==> src/rtl/spi_quad_host.sv <==
// spi_quad_host: quad-SPI initiator serializing one register request per frame onto CS_N/SCK/COPI/CIPO
module spi_quad_host #(
    parameter int CLK_DIV  = 2,
    parameter int TURN_CYC = 2
) (
    input  logic        clk,
    input  logic        rst_n,
    input  logic        req_valid,
    output logic        req_ready,
    input  logic        req_write,
    input  logic [1:0]  req_size,
    input  logic [7:0]  req_addr,
    input  logic [31:0] req_wdata,
    output logic        rsp_valid,
    output logic [31:0] rsp_rdata,
    output logic        busy,
    output logic        CS_N,
    output logic        SCK,
    output logic [3:0]  COPI,
    input  logic [3:0]  CIPO
);
    localparam int DW = CLK_DIV > 1 ? $clog2(CLK_DIV) : 1;
    typedef enum logic [3:0] {IDLE, SETUP, CMD, ADDR, TURN, DATA, HOLD, DONE, GAP} state_t;
    state_t st, ns;
    logic [DW-1:0] div_cnt;
    logic [3:0] nib, dn;
    logic [47:0] sr;
    logic [31:0] rx, wdata_lj;
    logic [1:0] sz;
    logic wr, tick, last_nib;
    always_comb begin
        tick = div_cnt == DW'(CLK_DIV - 1);
        dn = sz == 2'd0 ? 4'd2 : sz == 2'd1 ? 4'd4 : 4'd8;
        last_nib = nib == (st == TURN ? 4'(TURN_CYC - 1) : st == DATA ? dn - 4'd1 : 4'd1);
        ns = !last_nib ? st : st == CMD ? ADDR : st == ADDR ? (wr ? DATA : TURN) : st == TURN ? DATA : HOLD;
        wdata_lj = req_size == 2'd0 ? {req_wdata[7:0], 24'd0} :
                   req_size == 2'd1 ? {req_wdata[15:0], 16'd0} : req_wdata;
    end
    always_ff @(posedge clk or negedge rst_n) begin
        if (!rst_n) begin
            st        <= IDLE;
            div_cnt   <= '0;
            nib       <= '0;
            sr        <= '0;
            rx        <= '0;
            sz        <= '0;
            wr        <= 1'b0;
            req_ready <= 1'b0;
            rsp_valid <= 1'b0;
            rsp_rdata <= '0;
            busy      <= 1'b0;
            CS_N      <= 1'b1;
            SCK       <= 1'b0;
            COPI      <= '0;
        end else begin
            rsp_valid <= 1'b0;
            div_cnt   <= (tick || st == IDLE || st == DONE) ? '0 : div_cnt + 1'b1;
            case (st)
                IDLE: begin
                    if (req_valid && req_ready) begin
                        st        <= SETUP;
                        req_ready <= 1'b0;
                        busy      <= 1'b1;
                        CS_N      <= 1'b0;
                        wr        <= req_write;
                        sz        <= req_size;
                        rx        <= '0;
                        nib       <= '0;
                        sr        <= {~req_write, 5'd0, req_size, req_addr, wdata_lj};
                    end else begin
                        req_ready <= 1'b1;
                    end
                end
                SETUP: if (tick) begin
                    st   <= CMD;
                    COPI <= sr[47:44];
                end
                CMD, ADDR, TURN, DATA: if (tick) begin
                    SCK <= ~SCK;
                    if (!SCK) begin
                        if (st == DATA) rx <= {rx[27:0], CIPO};
                    end else begin
                        sr   <= sr << 4;
                        st   <= ns;
                        nib  <= last_nib ? 4'd0 : nib + 4'd1;
                        COPI <= (ns == CMD || ns == ADDR || (ns == DATA && wr)) ? sr[43:40] : 4'd0;
                    end
                end
                HOLD: if (tick) begin
                    st        <= DONE;
                    CS_N      <= 1'b1;
                    rsp_valid <= 1'b1;
                    rsp_rdata <= wr ? '0 : rx;
                end
                DONE: begin
                    st   <= GAP;
                    busy <= 1'b0;
                end
                GAP: if (tick) begin
                    st        <= IDLE;
                    req_ready <= 1'b1;
                end
                default: st <= IDLE;
            endcase
        end
    end
endmodule

==> config.mk <==
export PLATFORM = sky130hd
export DESIGN_NAME = spi_quad_host
export DESIGN_NICKNAME = d
export VERILOG_FILES = /design/src/rtl/spi_quad_host.sv
export SDC_FILE = /design/constraint.sdc
export NUM_CORES = 1
export LEC_CHECK = 0
export ABC_AREA = 1
export CAP_MARGIN = 20
export CORE_MARGIN = 4
export CORE_UTILIZATION = 35
export DETAILED_ROUTE_END_ITERATION = 8
export DONT_BUFFER_PORTS = 1
export GPL_ROUTABILITY_DRIVEN = 0
export PLACE_DENSITY_LB_ADDON = 0.08
export SLEW_MARGIN = 5
export SYNTH_ARGS = -nofsm -noshare
export SYNTH_HDL_FRONTEND = slang
export SYNTH_SLANG_ARGS = --single-unit
==> constraint.sdc <==
create_clock -name clk -period 3.5 [get_ports clk]
set_clock_uncertainty 0.1 [all_clocks]
set_input_delay 0.7 -clock clk [delete_from_list [all_inputs] [get_ports clk]]
set_output_delay 0.7 -clock clk [all_outputs]
set_load 0.05 [all_outputs]
# == Yosys cells after proc, flatten, opt, wreduce, memory -nomap -nowiden ==
# Index checks and enable logic that the tools add are counted.
# W data, S select, Z words.
# word_totals
regBits,133
input_bits,50
output_inout_bits,41
word_cells,114
# op_classes
n_addsub,3
eq_ne,22
muxes,48
bitwise_logic,2
n_reduce_logical,25
# ops
cell,count
$mux W32,7
$mux W48,3
$pmux W48 S2,1
$mux W4,19
$pmux W32 S2,1
$pmux W4 S6,1
$eq A4 B3 Y1 const B,5
$eq A4 B2 Y1 const B,4
$pmux W4 S2,2
$ne A2 B2 Y1 const B,7
$reduce_and A2 Y1,5
$reduce_bool A2 Y1,5
$mux W1,8
$reduce_and A4 Y1,2
$pmux W1 S2,3
$reduce_and A6 Y1,1
$reduce_and A5 Y1,1
$add A4 B1 Y4 const B,1
$eq A2 B1 Y1 const B,2
$eq A4 B1 Y1 const B,1
$eq A4 B4 Y1,1
$eq A4 B4 Y1 const B,1
$logic_not A2 Y1,2
$logic_not A4 Y1,1
other kinds (10),16

# == Depth between registers and ports, before layout ==
# Gate-level depths: netlist (run 1).
# logic_depth
word_depth,15
mapped_depth,14
depth_no_buf,14

# == Worst setup path after synthesis (run 1) ==
# No wires, ideal clock.
# synth_timing
kind,input to register
startpoint,input port req_size[0]
endpoint,register sr[26]
setup_ps,82
t_arrival_ps,1673
required_ps,3318
slack_ps,1645
path_stages,7
n_path_buf,1
cell_sequence,inv_1 -> nor2_1 -> clkbuf_1 -> nand2_1 -> nand3_1 -> nand2_1 -> a31oi_1
# synth_between
elab_chain_len,5
# synth_lines
element,line,source
from (decl),11,"input logic [1:0] req_size,"
$eq A2 B1 Y1,37,"req_size == 2'd1 ? {req_wdata[15:0], 16'd0} : req_wdata;"
$mux W32,37,
$mux W32 (*),36,"wdata_lj = req_size == 2'd0 ? {req_wdata[7:0], 24'd0} :"
$mux W48 (*),60,if (req_valid && req_ready) begin
$pmux W48 S2 (*),58,case (st)
to (signal assigned),69,"sr <= {~req_write, 5'd0, req_size, req_addr, wdata_lj};"
to (signal assigned),83,sr <= sr << 4;
to (decl),27,logic [47:0] sr;
# Mark *: on every way between the ends. The rest lies on a longest branch, timed or not. The select of a mux whose other input is x is not followed.
# A chain may end at the register's enable or synchronous reset.

# == Final worst setup path (run 1) ==
# layout_timing
startpoint,register st[0]
endpoint,register sr[16]
# layout_between
elab_chain_len,4
# layout_lines
element,line,source
from (decl),24,"state_t st, ns;"
from (signal assigned),84,st <= ns;
$eq A4 B2 Y1 / $eq A4 B3 Y1 (equally long branches),58,
$reduce_or A4 Y1,58,
$ne A2 B2 Y1 (no line) / $reduce_bool A2 Y1 (equally long branches),--,
$reduce_and A4 Y1 (no line),--,
# Parallel ways exist; a longest one is shown, timed or not.

==> impl_metrics.json, run 1 <==
{
  "status": "finished, violations left",
  "violations": "negative hold slack",
  "grt_util_all_layers": 0.162,
  "cts_tree": "done",
  "insertion_delay_ns": 0.41,
  "ys_ff_latch": 133,
  "synthFlopType": "dfrtp_1",
  "path_depth": 10,
  "cpMaxStageDelayCell": "inv_1",
  "hold_violations": 132,
  "drt_wl_total_mm": 15.5,
  "end_kind": "flop",
  "ant_nets": 0,
  "cts_resized": 0,
  "clk_pin_slew_ns": 0.06,
  "grt_pass1_vias": 4714,
  "syn-instance-count": 713,
  "floorplan.die.height_um": 140,
  "antenna_found_initial": 0,
  "rsz0062_at_grt": "no",
  "critPathLaunchType": "flop",
  "yosysTopAreaCellShare": 0.539,
  "rows": 48,
  "grt_pass1_wl_mm": 25.6,
  "critical_path_class": "reg -> reg",
  "fp.dieW_um": 140,
  "cap_violations": 0,
  "portBuffers": 0,
  "dr.first_iter.drc_count": 304,
  "crit_arrival_ns": 3.04,
  "overflow": 0,
  "worstPathMaxFanout": 42,
  "post_cts_buffers": 0,
  "synth.avg_cell_area_sq_um": 8.60,
  "ir_drop_mv": 0.521,
  "drc_errors": 0,
  "viasPerCell": 5.16,
  "place_inst": 902,
  "final_cell_mix": "nand2_1, dfrtp_1, nand3_1, inv_1, nor2_1",
  "ys_seq_area_frac": 0.543,
  "fin_cells": 935,
  "fin_nets": 748,
  "ios": 91,
  "timing.final.crit_share": 0.803,
  "holdCritPathClass": "in -> async",
  "ys_warn_count": 0,
  "drive_above_1_share": 0.0944,
  "routedWlPerCell_um": 16.6,
  "numCtsBuffers": 17,
  "setup_ws_ns": 0.690,
  "path_cells": "nand2_1 > nor2_1 > nor2_2 > nand3_4 > inv_2 > buf_4 > nand2_1 > inv_1 > nand2_1 > a41oi_1",
  "die_area_sq_um": 19700,
  "vias": 4825,
  "crit_family": "buffers and inverters",
  "critical_path.max_stage_delay_ns": 0.52,
  "slew_viol_final": 0,
  "cts-root-buf": "clkbuf_16",
  "start_util": 0.356,
  "synth_edf_count": 0,
  "drt_pass1_iterations": 5,
  "max_freq_ghz": 0.356,
  "synth_fp_nets": 764,
  "dp_slack_ns": 0.678,
  "yosysUniqueCellTypes": 35,
  "cp_num_buf_inv": 3,
  "hpwl_mm": 10.3,
  "grt_max_degree": 134,
  "area_growth_pct": 12.1,
  "holdWs_ns": -0.122,
  "antennaDiodeCount": 0,
  "clockBufferDepth": 2,
  "r2r_cells": 10,
  "crit_top_cell": "nand2_1",
  "seq_area_sq_um": 3330,
  "final_common_cell": "nand2_1",
  "max-slew-margin-rel": 0.502,
  "tns_ns": 0,
  "powerDensity_nw_per_um2": 1060,
  "worst_pin_slew_ns": 0.747,
  "synthTopCellsByArea": "dfrtp_1, nand2_1, nand3_1, inv_1, o31ai_1",
  "syn_area_sq_um": 6130,
  "fillers": 1747,
  "cts.sinks": 133,
  "async_flop_share": 1.00,
  "p_leak_nw": 3.03,
  "htreeDepth": 4,
  "core_sq_um": 17200,
  "setup_viol": 0,
  "utilization": 0.399,
  "fin_crit_ns": 2.81,
  "worstPathRequired_ns": 3.73,
  "synth_top_area_cell": "dfrtp_1",
  "multi_input_area_sq_um": 2270
}
## stage by stage
stage / hold slack [ns] / power (mW) / area (sq um)
5_1_grt: -0.149 / 7.89 / 6870
4_1_cts: -0.140 / 7.34 / 6850
2_1_floorplan: 0.304 / 4.96 / 6130
3_5_place_dp: 0.312 / 5.53 / 6260
6_report: -0.122 / 7.29 / 6870
3_3_place_gp: 0.309 / 5.47 / 6260
## path summary, 6_finish.rpt
kind | start | to | slack (ns)
setup / recovery | st[0] | sr[16] | 0.69
hold / removal | rst_n | rsp_rdata[9] | -0.12
setup reg to reg | st[0] | sr[16] | 0.69
hold reg to reg | sr[5] | sr[5] | 0.37
max in group asynchronous | rst_n | CS_N | 3.22
min in group clk | req_write | wr | 0.30
## cells by family (layout without fill, tap and decap cells)
group           count (synthesis)  in the layout  synth area share
flops                         133            133             0.543
fa+ha+maj                       1              1           0.00204
simple gates                  305            305             0.212
xor+xnor                        1              1           0.00143
buf+inv                       124            121            0.0865
compound gates                149            149             0.155
## state kept, by name, indices dropped and copies added, names as in the netlist
| name | flops |
|---|---|
| sr | 48 |
| rsp_rdata | 32 |
| rx | 32 |
| COPI | 4 |
| nib | 4 |
| st | 4 |
| sz | 2 |
| CS_N | 1 |
| SCK | 1 |
| busy | 1 |
| div_cnt | 1 |
| req_ready | 1 |
| rsp_valid | 1 |
| wr | 1 |
## cells in the mapped netlist, types with 2 or more instances
cell and number:
a31oi_1 26, a41oi_2 2, nor2_1 45, inv_2 9, nand2_2 4, buf_2 19, nand2_1 172, dfrtp_1 132
buf_1 2, nor2_4 2, a21oi_1 12, o31ai_1 35, o22ai_1 4, o21ai_1 22, clkbuf_1 16, nand3_1 71
o21ai_0 31, nor2_2 3, a41oi_1 6, buf_4 3, nor3_1 3, buf_6 4, o211ai_1 7, inv_1 71
nand4_1 2
## power breakdown
group | switching (mW) | total, mW | internal (mW)
logic | 2.08 | 2.96 | 0.877
clock network | 0.674 | 1.78 | 1.11
registers | 0.525 | 2.55 | 2.02
## per-layer routing
| layer | vias up | part of all wire | track usage |
|---|---|---|---|
| met2 | 121 | 0.48 | 0.252 |
| met1 | 2357 | 0.44 | 0.218 |
| met3 | 11 | 0.067 | 0.0536 |
| met5 | - | 0 | 0 |
| li1 | 2336 | - | - |
| met4 | 0 | 0.010 | 0.0433 |
## cell type report
class                           count  area share
Inverter                           80      0.0437
Tap cell                          225      0.0410
Sequential cell                   133       0.484
Multi-Input combinational cell    456       0.331
Clock inverter                     11      0.0184
Clock buffer                       21      0.0685
Timing Repair Buffer                9      0.0135
Note: power is estimated with default switching activity, not from simulation.
==> inputs of run 2 (changes only) <==
clock period = 2.35 ns   (was 3.5 ns; I/O delays follow)
==> impl_metrics.json, run 2 (synthesized netlist as in run 1, its figures left out) <==
{
  "use_met2": 0.255,
  "critical_path_class": "reg -> reg",
  "vias": 4801,
  "rows": 48,
  "clk_pin_slew_ns": 0.06,
  "critical_path.max_stage_delay_ns": 0.37,
  "crit_family": "simple AND/OR/NAND/NOR gates",
  "max_freq_ghz": 0.469,
  "largest_register_ffs": 48,
  "fillers": 1720,
  "final_common_cell": "nand2_1",
  "post_cts_buffers": 0,
  "crit_top_cell": "nand2_1",
  "timing.final.crit_share": 0.907,
  "portBuffers": 0,
  "drive_above_1_share": 0.108,
  "die_area_sq_um": 19700,
  "dp_slack_ns": 0.218,
  "numCtsBuffers": 17,
  "final_cell_mix": "nand2_1, dfrtp_1, nand3_1, inv_1, nor2_1",
  "holdCritPathClass": "in -> async",
  "drt_pass1_iterations": 4,
  "area_growth_pct": 14.4,
  "crit_arrival_ns": 2.37,
  "multi_input_area_sq_um": 2270,
  "use_met3": 0.0440,
  "ir_drop_mv": 0.764,
  "seq_area_sq_um": 3330,
  "grt_pass1_vias": 4836,
  "start_util": 0.356,
  "p_leak_nw": 3.10,
  "critPathLaunchType": "flop",
  "status": "finished, violations left",
  "path_cells": "inv_2 > nand2_1 > nor2_2 > buf_4 > nand2_1 > nand2_1 > nand2_1 > inv_1 > nand2_1 > nand2_1 > nand2_1 > a21oi_2 > nand3_1 > a21oi_1",
  "cpMaxStageDelayCell": "dfrtp_1",
  "met1_usage": 0.220,
  "tns_ns": 0,
  "cp_num_buf_inv": 3,
  "top_regs": "sr (48), rsp_rdata (32), rx (32)",
  "htreeDepth": 4,
  "cts.sinks": 133,
  "hpwl_mm": 10.6,
  "grt_max_degree": 134,
  "grt_util_all_layers": 0.164,
  "worst_pin_slew_ns": 0.545,
  "cts_tree": "done",
  "holdWs_ns": -0.352,
  "rsz0062_at_grt": "no",
  "setup_viol": 0,
  "slew_viol_final": 0,
  "max-slew-margin-rel": 0.637,
  "routedWlPerCell_um": 16.4,
  "busiest_layer": "met2",
  "floorplan.die.height_um": 140,
  "hold_violations": 133,
  "cap_violations": 0,
  "dr.first_iter.drc_count": 301,
  "drt_wl_total_mm": 15.5,
  "worstPathMaxFanout": 5,
  "ant_nets": 0,
  "fin_nets": 757,
  "viasPerCell": 5.09,
  "antenna_found_initial": 0,
  "fin_crit_ns": 2.13,
  "overflow": 0,
  "clockBufferDepth": 2,
  "drc_errors": 0,
  "core_sq_um": 17200,
  "cts-root-buf": "clkbuf_16",
  "fp.dieW_um": 140,
  "ios": 91,
  "power_mw": 11.2,
  "worstPathRequired_ns": 2.58,
  "end_kind": "flop",
  "violations": "negative hold slack",
  "grt_pass1_wl_mm": 25.8,
  "powerDensity_nw_per_um2": 1600,
  "largest-register": "sr",
  "insertion_delay_ns": 0.41,
  "antennaDiodeCount": 0,
  "setup_ws_ns": 0.219
}
[run 2: cell types whose count changed in the layout (fill, tap and decap cells not counted)]
| cell | before | now |
|---|---|---|
| clkinv_2 | 2 | 3 |
| clkbuf_1 | 1 | 0 |
| nor2_2 | 3 | 4 |
| buf_4 | 7 | 12 |
| nor2_1 | 45 | 44 |
| bufinv_16 | 2 | 3 |
| buf_12 | 2 | 6 |
| clkinv_4 | 3 | 2 |
[run 2: worst paths after layout]
path,startpoint,endpoint,slack [ns],cells past startpoint
max in group asynchronous,rst_n,CS_N,2.31,0
worst min register to register,sr[4],sr[4],0.38,2
worst max register to register,st[3],COPI[1],0.22,14
worst max-delay path,st[3],COPI[1],0.22,14
min in group clk,req_write,wr,0.08,2
worst min-delay path,rst_n,rsp_rdata[8],-0.35,0
[run 2: final cells by class]
cell class | instances | area share
repair buffers | 18 | 0.0300
multi-input cells | 456 | 0.324
clock buffers | 20 | 0.0665
inverters | 80 | 0.0428
clock inverters | 12 | 0.0218
flip-flops and latches | 133 | 0.475
well taps | 225 | 0.0401
[run 2: worst reg2reg max path, delay by kind of cell (launching register included)]
kind                   cells  cell delay (ns)
flip-flops                 1             0.37
AO/OA/AOI/OAI              2             0.39
AND/OR/NAND/NOR            9             0.86
buffers and inverters      3             0.32
[run 2: timing repair]
action,CTS,global route
endpoints found under the setup margin,0,4
gates resized for setup,0,1
endpoints found under the hold margin,133,133
[run 2: report_power, final]
| part | leakage, nW | internal, mW | switching [mW] |
|---|---|---|---|
| clock | 0.294 | 1.75 | 1.01 |
| sequential | 1.72 | 3.01 | 0.749 |
| combinational | 1.09 | 1.56 | 3.18 |
| total | 3.10 | 6.32 | 4.93 |
[run 2: through the flow]
stage               instances  hold slack (ns)  utilization  area (sq um)
floorplan                 713           0.0744            -          6130
global placement          912           0.0781        0.371          6390
detailed placement        912           0.0794        0.371          6390
CTS                       944           -0.375        0.407          7010
global route              944           -0.379        0.407          7020
finish                    944           -0.352        0.407          7020
[run 2: routing by layer]
| metal | vias to the layer above | part of all wire | wire, um |
|---|---|---|---|
| met1 | 2318 | 0.45 | 6950 |
| met5 | - | 0 | 0 |
| li1 | 2353 | - | - |
| met4 | 0 | 0.016 | 255 |
| met2 | 113 | 0.48 | 7420 |
| met3 | 17 | 0.055 | 845 |
